$ cat config.mk
export PLATFORM = sky130hd
export DESIGN_NAME = iram_arbiter
export DESIGN_NICKNAME = d
export VERILOG_FILES = /design/src/rtl/iram_pkg.sv /design/src/rtl/iram_arbiter_rr_arb2.sv /design/src/rtl/iram_arbiter.sv
export SDC_FILE = /design/constraint.sdc
export NUM_CORES = 1
export LEC_CHECK = 0
export CELL_PAD_IN_SITES_DETAIL_PLACEMENT = 1
export CELL_PAD_IN_SITES_GLOBAL_PLACEMENT = 2
export CORE_MARGIN = 2
export CORE_UTILIZATION = 28
export DETAILED_ROUTE_END_ITERATION = 7
export PLACE_DENSITY_LB_ADDON = 0.1
export RECOVER_POWER = 25
export SYNTH_ARGS = -nofsm -noshare
export SYNTH_HDL_FRONTEND = slang
export SYNTH_SLANG_ARGS = --single-unit
export TNS_END_PERCENT = 50
$ cat constraint.sdc
create_clock -name CLK -period 3.15 [get_ports CLK]
set_input_delay 0.315 -clock CLK [delete_from_list [all_inputs] [get_ports CLK]]
set_output_delay 0.315 -clock CLK [all_outputs]
set_load 0.1 [all_outputs]
$ cat src/rtl/iram_pkg.sv
// Shared IRAM window defaults, arbiter FSM encoding and the address fault check.
package iram_pkg;

  localparam logic [63:0] RAM_START_DEF = 64'h0000_0000_0002_0000;
  localparam logic [63:0] RAM_SIZE_DEF  = 64'd1072;

  localparam logic PORT_IF = 1'b0;
  localparam logic PORT_D  = 1'b1;

  typedef enum logic [1:0] {
    ST_IDLE   = 2'd0,
    ST_ACCESS = 2'd1,
    ST_DONE   = 2'd2
  } state_e;

  // Unsigned 64-bit compares; start+size-8 is the highest legal doubleword.
  function automatic logic addr_fault(input logic [63:0] addr,
                                      input logic [63:0] start,
                                      input logic [63:0] size,
                                      input logic        align_chk);
    logic [63:0] last;
    last = start + size - 64'd8;
    return (addr < start) || (addr > last) || (align_chk && (addr[2:0] != 3'b000));
  endfunction

endpackage

$ cat src/rtl/iram_arbiter_rr_arb2.sv
// Two-request round-robin arbiter; combinational grant, registered last grant.
// last_grant only advances when gnt_en is high and a request is present.
module rr_arb2
  import iram_pkg::*;
(
  input  logic       CLK,
  input  logic       HRESET,
  input  logic [1:0] req,
  input  logic       gnt_en,
  output logic       gnt_vld,
  output logic       gnt_id
);

  logic last_grant_q;
  logic last_grant_d;

  always_comb begin
    gnt_vld = |req;
    gnt_id  = PORT_IF;
    if (req[0] && req[1]) begin
      gnt_id = ~last_grant_q;
    end else if (req[1]) begin
      gnt_id = PORT_D;
    end
    last_grant_d = last_grant_q;
    if (gnt_en && gnt_vld) begin
      last_grant_d = gnt_id;
    end
  end

  // Reset to the data port so instruction fetch wins the first contention.
  always_ff @(posedge CLK or negedge HRESET) begin
    if (!HRESET) begin
      last_grant_q <= PORT_D;
    end else begin
      last_grant_q <= last_grant_d;
    end
  end

endmodule

$ cat src/rtl/iram_arbiter.sv
// Shares one IRAM between the fetch and data ports; IDLE/ACCESS/DONE, ack two cycles
// after grant, one transaction per three cycles, losing port waits in place.
module iram_arbiter
  import iram_pkg::*;
#(
  parameter logic [63:0] RAM_START   = RAM_START_DEF,
  parameter logic [63:0] RAM_SIZE    = RAM_SIZE_DEF,
  parameter bit          ALIGN_CHECK = 1'b1
) (
  input  logic        CLK,
  input  logic        HRESET,
  input  logic        if_req,
  input  logic [63:0] if_addr,
  output logic        if_ack,
  output logic        if_err,
  output logic [63:0] if_rdata,
  input  logic        d_req,
  input  logic        d_we,
  input  logic [63:0] d_addr,
  input  logic [63:0] d_wdata,
  output logic        d_ack,
  output logic        d_err,
  output logic [63:0] d_rdata,
  output logic [63:0] HADDR,
  output logic        HWRITE,
  output logic [63:0] HWDATA,
  input  logic [63:0] HRDATA
);

  state_e      state_q, state_d;
  logic        gnt_id_q, gnt_id_d;
  logic        we_q, we_d;
  logic [63:0] addr_q, addr_d;
  logic [63:0] wdata_q, wdata_d;
  logic [63:0] if_rdata_q, if_rdata_d;
  logic [63:0] d_rdata_q, d_rdata_d;
  logic        if_err_q, if_err_d;
  logic        d_err_q, d_err_d;

  logic        arb_vld;
  logic        arb_id;
  logic        acc_err;
  logic        in_access;
  logic [63:0] acc_rdata;

  rr_arb2 u_rr_arb2 (
    .CLK     (CLK),
    .HRESET  (HRESET),
    .req     ({d_req, if_req}),
    .gnt_en  (state_q == ST_IDLE),
    .gnt_vld (arb_vld),
    .gnt_id  (arb_id)
  );

  assign in_access = (state_q == ST_ACCESS);
  assign acc_err   = addr_fault(addr_q, RAM_START, RAM_SIZE, ALIGN_CHECK);
  assign acc_rdata = (we_q || acc_err) ? 64'd0 : HRDATA;

  always_comb begin
    state_d    = state_q;
    gnt_id_d   = gnt_id_q;
    we_d       = we_q;
    addr_d     = addr_q;
    wdata_d    = wdata_q;
    if_rdata_d = if_rdata_q;
    d_rdata_d  = d_rdata_q;
    if_err_d   = if_err_q;
    d_err_d    = d_err_q;
    case (state_q)
      ST_IDLE: begin
        if (arb_vld) begin
          state_d  = ST_ACCESS;
          gnt_id_d = arb_id;
          addr_d   = (arb_id == PORT_D) ? d_addr : if_addr;
          we_d     = (arb_id == PORT_D) ? d_we : 1'b0;
          wdata_d  = (arb_id == PORT_D) ? d_wdata : 64'd0;
        end
      end
      ST_ACCESS: begin
        state_d = ST_DONE;
        if (gnt_id_q == PORT_D) begin
          d_rdata_d = acc_rdata;
          d_err_d   = acc_err;
        end else begin
          if_rdata_d = acc_rdata;
          if_err_d   = acc_err;
        end
      end
      ST_DONE: begin
        state_d = ST_IDLE;
      end
      default: begin
        state_d = ST_IDLE;
      end
    endcase
  end

  always_ff @(posedge CLK or negedge HRESET) begin
    if (!HRESET) begin
      state_q    <= ST_IDLE;
      gnt_id_q   <= PORT_IF;
      we_q       <= 1'b0;
      addr_q     <= 64'd0;
      wdata_q    <= 64'd0;
      if_rdata_q <= 64'd0;
      d_rdata_q  <= 64'd0;
      if_err_q   <= 1'b0;
      d_err_q    <= 1'b0;
    end else begin
      state_q    <= state_d;
      gnt_id_q   <= gnt_id_d;
      we_q       <= we_d;
      addr_q     <= addr_d;
      wdata_q    <= wdata_d;
      if_rdata_q <= if_rdata_d;
      d_rdata_q  <= d_rdata_d;
      if_err_q   <= if_err_d;
      d_err_q    <= d_err_d;
    end
  end

  // The bus is only driven in ACCESS, so a faulted write never reaches the RAM.
  assign HADDR    = in_access ? addr_q : 64'd0;
  assign HWDATA   = in_access ? wdata_q : 64'd0;
  assign HWRITE   = in_access && we_q && !acc_err;

  assign if_ack   = (state_q == ST_DONE) && (gnt_id_q == PORT_IF);
  assign d_ack    = (state_q == ST_DONE) && (gnt_id_q == PORT_D);
  assign if_err   = if_err_q;
  assign d_err    = d_err_q;
  assign if_rdata = if_rdata_q;
  assign d_rdata  = d_rdata_q;

endmodule

==> reports/qor.yml, run 1 <==
status: "finished clean"
root_buffer: "clkbuf_16"
cp.depth: 5
fillers: 4972
combPwrFrac: 0.552
cts_tree: "done"
seq_area_um2: 6580
r2r_cells: 5
p_per_area_nw_per_um2: 946
crit_path_cell_trace: "nor4_1, nand3_1, or4_4, nor3_4, buf_12"
cap_viol_max_count: 0
clkPwrFrac: 0.186
relSlewSlack: 0.213
drtAntennaViolNets: 0
ys_async_sr_fraction: 1.00
coreArea_um2: 45200
via_count: 11143
rsz0062_at_grt: "false"
yosysTopAreaCell: "dfrtp_1"
r2r-start: "addr_q[32]"
cts_buffers: 31
max_stage_delay_ns: 0.61
wl_per_cell_um: 21.8
io_pins: 522
synth_area_um2: 12800
ys_warn_count: 0
finalCritPeriodShare: 0.928
setup.worst_path.class: "reg -> out"
rows: 78
start_kind: "flop"
p_leak_uw: 0.00859
synth_top_area_share: 0.514
synthFlopType: "dfrtp_1"
nNetsFinal: 1991
drt-initial-drc-count: 548
cts_htree_levels: 1
crit_family: "simple AND/OR/NAND/NOR gates"
hpwl_um: 37100
max-vdd-ir-drop_uv: 484
clock_path_buffers: 3
port_buffers: 521
cp_num_buf_inv: 1
synth.distinct_cells: 32
dr.pass1.iters: 4
ys_seq_area_frac: 0.516
grtUsageTotal: 0.213
clk_pin_slew_worst_paths_ns: 0.06
slowest_stage: "or4_4"
die_w_um: 217
grt_pass1_vias: 12016
multi_input_area_um2: 5690
die_h_um: 217
place_congestion: 0.787
fin_skew_ns: 0.0342
synthCells: 1260
drt_wl_total_um: 51300
max_freq_mhz: 342
p_sw_frac: 0.509
drive_above_1_share: 0.198
cp.required_ns: 2.83
hold_path.class: "in -> async"
grt_pass1_wl_um: 76800
fin_tns_setup_ns: 0
avgSynthCellArea_um2: 10.1
p_total_uw: 19000
cts_resized: 0
yosysMostFrequentCell: "nand2_1"
area_delta_synth_final_pct: 57.8
ys_seq_elements: 263
cp-startpoint: "addr_q[32]"
hold_viol_final: 0
drc: 0
cp-end-kind: "primary output"
worstSkewPairLatency_ns: 0.58
fin_crit_ns: 2.92
crit_fanout: 4
seq_power_share: 0.262
worst_pin_slew_ns: 1.18
syn_nets: 1521
p_sw_uw: 9700
grt_max_degree: 116
cts_setup_buffers: 0
grt_overflow: 0
slew_viol_final: 0
fp.dieArea_um2: 47300
critical_path_arrival_ns: 2.61
initial_utilization: 0.282
synth_commonest_cells: "323 x nand2_1, 262 x dfrtp_1, 130 x and2_1"
clock-sinks: 263
antenna_found_initial: 14
synth_area_leaders: "dfrtp_1 51%, nand2_1 9.5%, o31ai_2 8.7%"
p_int_uw: 9350
setup_viol: 0
synth_edf_count: 0
avgViaCountPerCell: 4.73
-- final cells by class --
| class | instances | area share |
|---|---|---|
| clock buffers | 49 | 0.0464 |
| well taps | 600 | 0.0373 |
| inverters | 1 | 0.000187 |
| repair buffers | 553 | 0.303 |
| multi-input cells | 880 | 0.283 |
| diodes | 5 | 0.000622 |
| flip-flops and latches | 263 | 0.327 |
| clock inverters | 5 | 0.00261 |
-- flip-flops by register name, indices dropped and copies added, names as in the netlist, 2 cells and up --
signal,flops
addr_q,64
d_rdata,64
if_rdata,64
state_q,2
wdata_q,64
-- cells by family (layout without fill, tap and decap cells) --
family | after synthesis | after routing | synth area share
other cells | 0 | 5 | 0
flops | 263 | 263 | 0.516
mux | 64 | 64 | 0.0502
compound gates | 266 | 266 | 0.186
simple gates | 550 | 550 | 0.206
buf+inv | 117 | 608 | 0.0417
-- metrics by stage --
stage               setup slack [ns]  hold slack (ns)  utilization  cells  instance area (µm²)
global route                   0.110            0.337        0.445   2354                20100
detailed placement             0.613            0.396        0.425   2296                19200
finish                         0.228            0.329        0.445   2356                20100
CTS                            0.124            0.316        0.447   2351                20200
global placement               0.603            0.393        0.425   2296                19200
floorplan                      0.213           0.0194            -   1260                12800
-- layer usage --
metal  track usage  vias up  wire length, µm
li1              -     5228                -
met1         0.258     5503            21000
met2         0.363      312            24900
met3        0.0683       82             3820
met4        0.0616       18             1430
met5             0        -              113
-- placed cells by master (no fill, tap or decap), types with 3 or more instances in the layout --
master	Yosys	layout
clkdlybuf4s50_1	0	350
nand2_1	323	322
dfrtp_1	262	261
and2_1	130	128
buf_4	0	109
o31ai_2	89	89
buf_12	0	86
o21ai_0	64	65
a22o_1	65	65
nor2b_1	66	64
mux2i_1	64	64
o31ai_1	39	39
clkbuf_16	0	31
nor4_1	12	12
clkbuf_1	79	12
clkbuf_8	0	9
diode_2	0	5
nor2_1	5	5
nand3_1	3	3
clkinv_2	0	3
clkbuf_2	0	3
-- final timing paths --
| check | to | slack [ns] |
|---|---|---|
| max | HWRITE | 0.23 |
| min | d_rdata[22] | 0.33 |
| max reg2reg | d_err | 0.72 |
| min reg2reg | d_rdata[19] | 0.48 |
| max in group asynchronous | if_rdata[33] | 1.14 |
| min in group CLK | wdata_q[63] | 0.34 |
-- power groups by stage --
stage / clock network [µW] / logic (µW) / registers, µW
floorplan: 0 / 6430 / 5600
global placement: 0 / 10600 / 5000
detailed placement: 0 / 10700 / 5040
CTS: 3650 / 10700 / 5000
global route: 3770 / 11100 / 5140
finish: 3550 / 10500 / 4990
-- repair_timing --
item                       in CTS  in global routing
hold endpoints to repair       77                  0
setup endpoints to repair       0                  0
hold buffers                    1                  0
Note: power is estimated with default switching activity, not from simulation.
==> run 2, diff against run 1 <==
--- a/config.mk
+++ b/config.mk
@@ -7,9 +7,9 @@
 export LEC_CHECK = 0
 export CELL_PAD_IN_SITES_DETAIL_PLACEMENT = 1
 export CELL_PAD_IN_SITES_GLOBAL_PLACEMENT = 2
-export CORE_MARGIN = 2
 export CORE_UTILIZATION = 28
 export DETAILED_ROUTE_END_ITERATION = 7
+export GPL_ROUTABILITY_DRIVEN = 1
 export PLACE_DENSITY_LB_ADDON = 0.1
 export RECOVER_POWER = 25
 export SYNTH_ARGS = -nofsm -noshare
==> run 2 against run 1 <==
Compared with the run above:
- setup slack worse by 0.030 ns
- hold slack improved by 0.047 ns
- final area fell by 4.6%
==> reports/qor.yml, run 2 (same netlist as run 1, synthesis figures left out) <==
critical_path_arrival_ns: 2.64
cap_viol_max_count: 0
clock_path_buffers: 3
fp.dieArea_um2: 46400
grt_pass1_wl_um: 76500
final_cell_mix: "353 x clkdlybuf4s50_1, 322 x nand2_1, 261 x dfrtp_1"
place_area_um2: 18100
grt_overflow: 0
final_util: 0.430
setup.worst_path.class: "reg -> out"
io_pins: 522
p_leak_uw: 0.00837
seq_area_um2: 6580
drt_wl_total_um: 50600
drive_above_1_share: 0.196
drt-initial-drc-count: 586
hold_path.class: "in -> reg"
area_delta_synth_final_pct: 50.5
crit_fanout: 14
hold_viol_final: 0
post-route-cell-area_um2: 19200
max-vdd-ir-drop_uv: 401
cts_htree_levels: 2
nNetsFinal: 1987
avgViaCountPerCell: 4.71
via_count: 11039
port_buffers: 521
finalCritPeriodShare: 0.937
cts_tree: "done"
rsz0062_at_grt: "false"
cts_setup_buffers: 0
grt_max_degree: 196
initial_utilization: 0.286
place_congestion: 0.791
grt_pass1_vias: 11854
clk_pin_slew_worst_paths_ns: 0.06
hpwl_um: 35700
relSlewSlack: 0.241
fin_crit_ns: 2.95
fin_tns_setup_ns: 0
worstSkewPairLatency_ns: 0.53
rows: 77
worst_pin_slew_ns: 1.14
slew_viol_final: 0
layout_commonest_cell: "clkdlybuf4s50_1"
status: "finished clean"
root_buffer: "clkbuf_16"
clock-sinks: 263
cp.required_ns: 2.83
setup_viol: 0
start_kind: "flop"
grtUsageTotal: 0.217
dr.pass1.iters: 4
coreArea_um2: 44600
p_per_area_nw_per_um2: 965
cp-end-kind: "primary output"
max_freq_mhz: 339
cts_buffers: 34
drc: 0
fin_skew_ns: 0.0166
die_h_um: 215
wl_per_cell_um: 21.6
multi_input_area_um2: 5700
drtAntennaViolNets: 0
die_w_um: 215
fillers: 4937
antenna_found_initial: 7
-- run 2: stage by stage --
stage          std cells  total power (µW)  setup WS [ns]  hold slack (ns)
4_1_cts             2342             18800         0.0459            0.344
6_report            2343             18500          0.198            0.376
3_3_place_gp        2281             14800          0.529            0.418
5_1_grt             2343             19500         0.0629            0.357
2_1_floorplan       1260             12000          0.213           0.0194
3_5_place_dp        2281             14900          0.486            0.418
-- run 2: worst max-delay path: stages (launching register included) --
cell,delay (ns)
dfrtp_1,0.40
nor4_2,0.37
nand4_1,0.18
or4_4,0.68
nor3_4,0.26
buf_12,0.20
-- run 2: cell type report --
| class | instances | share of cell area |
|---|---|---|
| well taps | 592 | 0.0386 |
| diodes | 1 | 0.000130 |
| inverters | 1 | 0.000196 |
| clock buffers | 55 | 0.0548 |
| clock inverters | 5 | 0.00163 |
| flip-flops and latches | 263 | 0.343 |
| multi-input cells | 880 | 0.297 |
| repair buffers | 546 | 0.265 |
-- run 2: power by group --
group / total, µW / internal, µW / switching, µW
combinational: 9760 / 2320 / 7440
clock: 3800 / 2280 / 1520
sequential: 4970 / 4330 / 639
total: 18500 / 8920 / 9600
-- run 2: final timing paths --
kind                             startpoint      endpoint  slack (ns)  cells after the start
worst max-delay path             addr_q[35]        HWRITE        0.20                      5
worst min-delay path            d_wdata[18]   wdata_q[18]        0.38                      2
worst max register to register   addr_q[35]   d_rdata[47]        0.58                      5
worst min register to register  d_rdata[14]   d_rdata[14]        0.47                      2
max in group asynchronous            HRESET    addr_q[28]        1.08                      3
min in group asynchronous            HRESET  if_rdata[18]        0.40                      2
-- run 2: repair_timing --
| action | 4_1_cts | 5_1_grt |
|---|---|---|
| hold buffers | 1 | 0 |
| endpoints found under the hold margin | 89 | 0 |
| endpoints found under the setup margin | 0 | 1 |
| gates resized for setup | 0 | 1 |
-- run 2: layer usage --
layer  vias up  track usage  routed length [µm]
met4        12       0.0546                 973
met3        70       0.0719                3670
met2       328        0.363               24400
li1       5227            -                   -
met1      5402        0.268               21500
met5         -            0                  76
==> run 3, diff against run 2 <==
--- a/config.mk
+++ b/config.mk
@@ -5,13 +5,15 @@
 export SDC_FILE = /design/constraint.sdc
 export NUM_CORES = 1
 export LEC_CHECK = 0
-export CELL_PAD_IN_SITES_DETAIL_PLACEMENT = 1
-export CELL_PAD_IN_SITES_GLOBAL_PLACEMENT = 2
-export CORE_UTILIZATION = 28
+export CELL_PAD_IN_SITES_DETAIL_PLACEMENT = 0
+export CELL_PAD_IN_SITES_GLOBAL_PLACEMENT = 1
+export CORE_AREA = 2 2 200 202
 export DETAILED_ROUTE_END_ITERATION = 7
+export DIE_AREA = 0 0 202 204
 export GPL_ROUTABILITY_DRIVEN = 1
-export PLACE_DENSITY_LB_ADDON = 0.1
+export PLACE_DENSITY_LB_ADDON = 0.2
 export RECOVER_POWER = 25
+export REMOVE_ABC_BUFFERS = 1
 export SYNTH_ARGS = -nofsm -noshare
 export SYNTH_HDL_FRONTEND = slang
 export SYNTH_SLANG_ARGS = --single-unit
==> run 3 against run 2 <==
Compared with the run above:
- the run now ends with capacitance limit, slew limit left
- largest cell class unchanged
- final cell count down 3.0%
- hold slack worse by 0.014 ns
- final area is 0.74% higher
==> reports/qor.yml, run 3 (same netlist as run 1, synthesis figures left out) <==
crit_family: "simple AND/OR/NAND/NOR gates"
max_freq_mhz: 336
rows: 73
root_buffer: "clkbuf_16"
max_stage_delay_ns: 0.57
coreArea_um2: 39200
area_delta_synth_final_pct: 51.6
cp-end-kind: "primary output"
place_congestion: 0.846
seq_power_share: 0.267
wl_per_cell_um: 20.8
drc: 0
placed_cells: 2214
port_buffers: 521
cp.required_ns: 2.83
final_cell_mix: "350 x clkdlybuf4s50_1, 322 x nand2_1, 261 x dfrtp_1"
clkPwrFrac: 0.193
layout_commonest_cell: "clkdlybuf4s50_1"
fp.dieArea_um2: 41200
setup_slack_ns: 0.175
max-vdd-ir-drop_uv: 618
p_total_uw: 18400
relSlewSlack: -0.668
drive_above_1_share: 0.194
crit_path_cell_trace: "nor4_1, nand4_1, or4_4, nor3_1, buf_12"
finalCritPeriodShare: 0.944
worst_pin_slew_ns: 2.50
fin_crit_ns: 2.98
grt_max_degree: 196
worstSkewPairLatency_ns: 0.55
p_per_area_nw_per_um2: 951
via_count: 10919
drt-initial-drc-count: 516
start_kind: "flop"
clock_path_buffers: 3
cap_viol_max_count: 1
status: "complete, but fails checks"
io_pins: 522
drt_wl_total_um: 47200
initial_utilization: 0.325
clk_pin_slew_worst_paths_ns: 0.06
violations: "capacitance limit, slew limit"
placement.setup.worst_slack_ns: 0.698
hpwl_um: 32800
setup.worst_path.class: "reg -> out"
avgViaCountPerCell: 4.81
dr.pass1.iters: 4
grtUsageTotal: 0.221
die_h_um: 204
combPwrFrac: 0.540
p_leak_uw: 0.00842
p_sw_frac: 0.508
clock-sinks: 263
hold_viol_final: 0
setup_viol: 0
fin_tns_setup_ns: 0
grt_overflow: 0
hold_path.class: "in -> reg"
p_int_uw: 9050
stdcell_count: 2272
cp_num_buf_inv: 1
antenna_found_initial: 12
nNetsFinal: 1983
critical_path_arrival_ns: 2.66
p_sw_uw: 9340
slowest_stage: "or4_4"
cts_buffers: 30
slew_viol_final: 84
rsz0062_at_grt: "false"
fin_skew_ns: 0.00896
cts_htree_levels: 1
crit_fanout: 3
grt_pass1_wl_um: 70500
cts_tree: "done"
drtAntennaViolNets: 0
die_w_um: 202
grt_pass1_vias: 11154
-- run 3: cell types whose count changed in the layout (fill, tap and decap cells not counted), moves of 2 or more --
cell	previous run	this run
buf_12	8	35
buf_4	179	156
clkbuf_1	12	9
diode_2	1	6
clkinv_2	3	0
clkbuf_16	35	31
bufinv_16	0	2
clkdlybuf4s50_1	353	350
-- run 3: layout make-up --
cell class,count,area (µm²)
inverter,1,3.75
clock buffer,49,933
sequential,263,6580
antenna,6,15.0
fill,3667,19800
timing repair buffer,546,5410
clock inverter,2,60.1
tap,525,657
multi-input combinational,880,5680
-- run 3: final timing paths --
path,start,end,slack (ns),depth (start not counted)
worst max-delay path,addr_q[35],HWRITE,0.17,5
worst min-delay path,d_wdata[20],wdata_q[20],0.36,2
worst max register to register,addr_q[35],if_err,0.65,5
worst min register to register,if_rdata[1],if_rdata[1],0.48,2
max in group asynchronous,HRESET,addr_q[58],0.45,3
min in group asynchronous,HRESET,addr_q[56],1.06,2
-- run 3: repair_timing --
item                                   in CTS  in global routing
resized for setup                           0                  0
buffers inserted                            0                  0
setup endpoints to repair                   0                  0
hold buffers                                1                  0
endpoints found under the hold margin      78                  0
-- run 3: stage by stage --
step / utilization / area, µm² / hold slack, ns
2_1_floorplan: - / 12200 / 0.0194
3_3_place_gp: 0.468 / 18400 / 0.394
3_5_place_dp: 0.468 / 18400 / 0.388
4_1_cts: 0.494 / 19400 / 0.330
5_1_grt: 0.493 / 19300 / 0.344
6_report: 0.493 / 19300 / 0.362
-- run 3: power by group through the flow --
| stage | Combinational, µW | Sequential, µW | Clock (µW) |
|---|---|---|---|
| floorplan | 5520 | 5490 | 0 |
| global placement | 10000 | 4920 | 0 |
| detailed placement | 10000 | 4970 | 0 |
| CTS | 10100 | 4910 | 3650 |
| global route | 10500 | 5050 | 3790 |
| finish | 9930 | 4900 | 3550 |
-- run 3: layer usage --
metal / share of wire / track usage / vias up
met5: 0.0017 / 0 / -
met4: 0.020 / 0.0609 / 10
met3: 0.093 / 0.0871 / 63
met2: 0.49 / 0.371 / 348
met1: 0.40 / 0.264 / 5277
li1: - / - / 5221
-- run 3: worst register-to-register path, cell delays in order (launching register included) --
cell and delay [ns]:
dfrtp_1 0.39, nor4_1 0.39, nand4_1 0.19, or4_4 0.57, buf_12 0.31, o31a_1 0.54
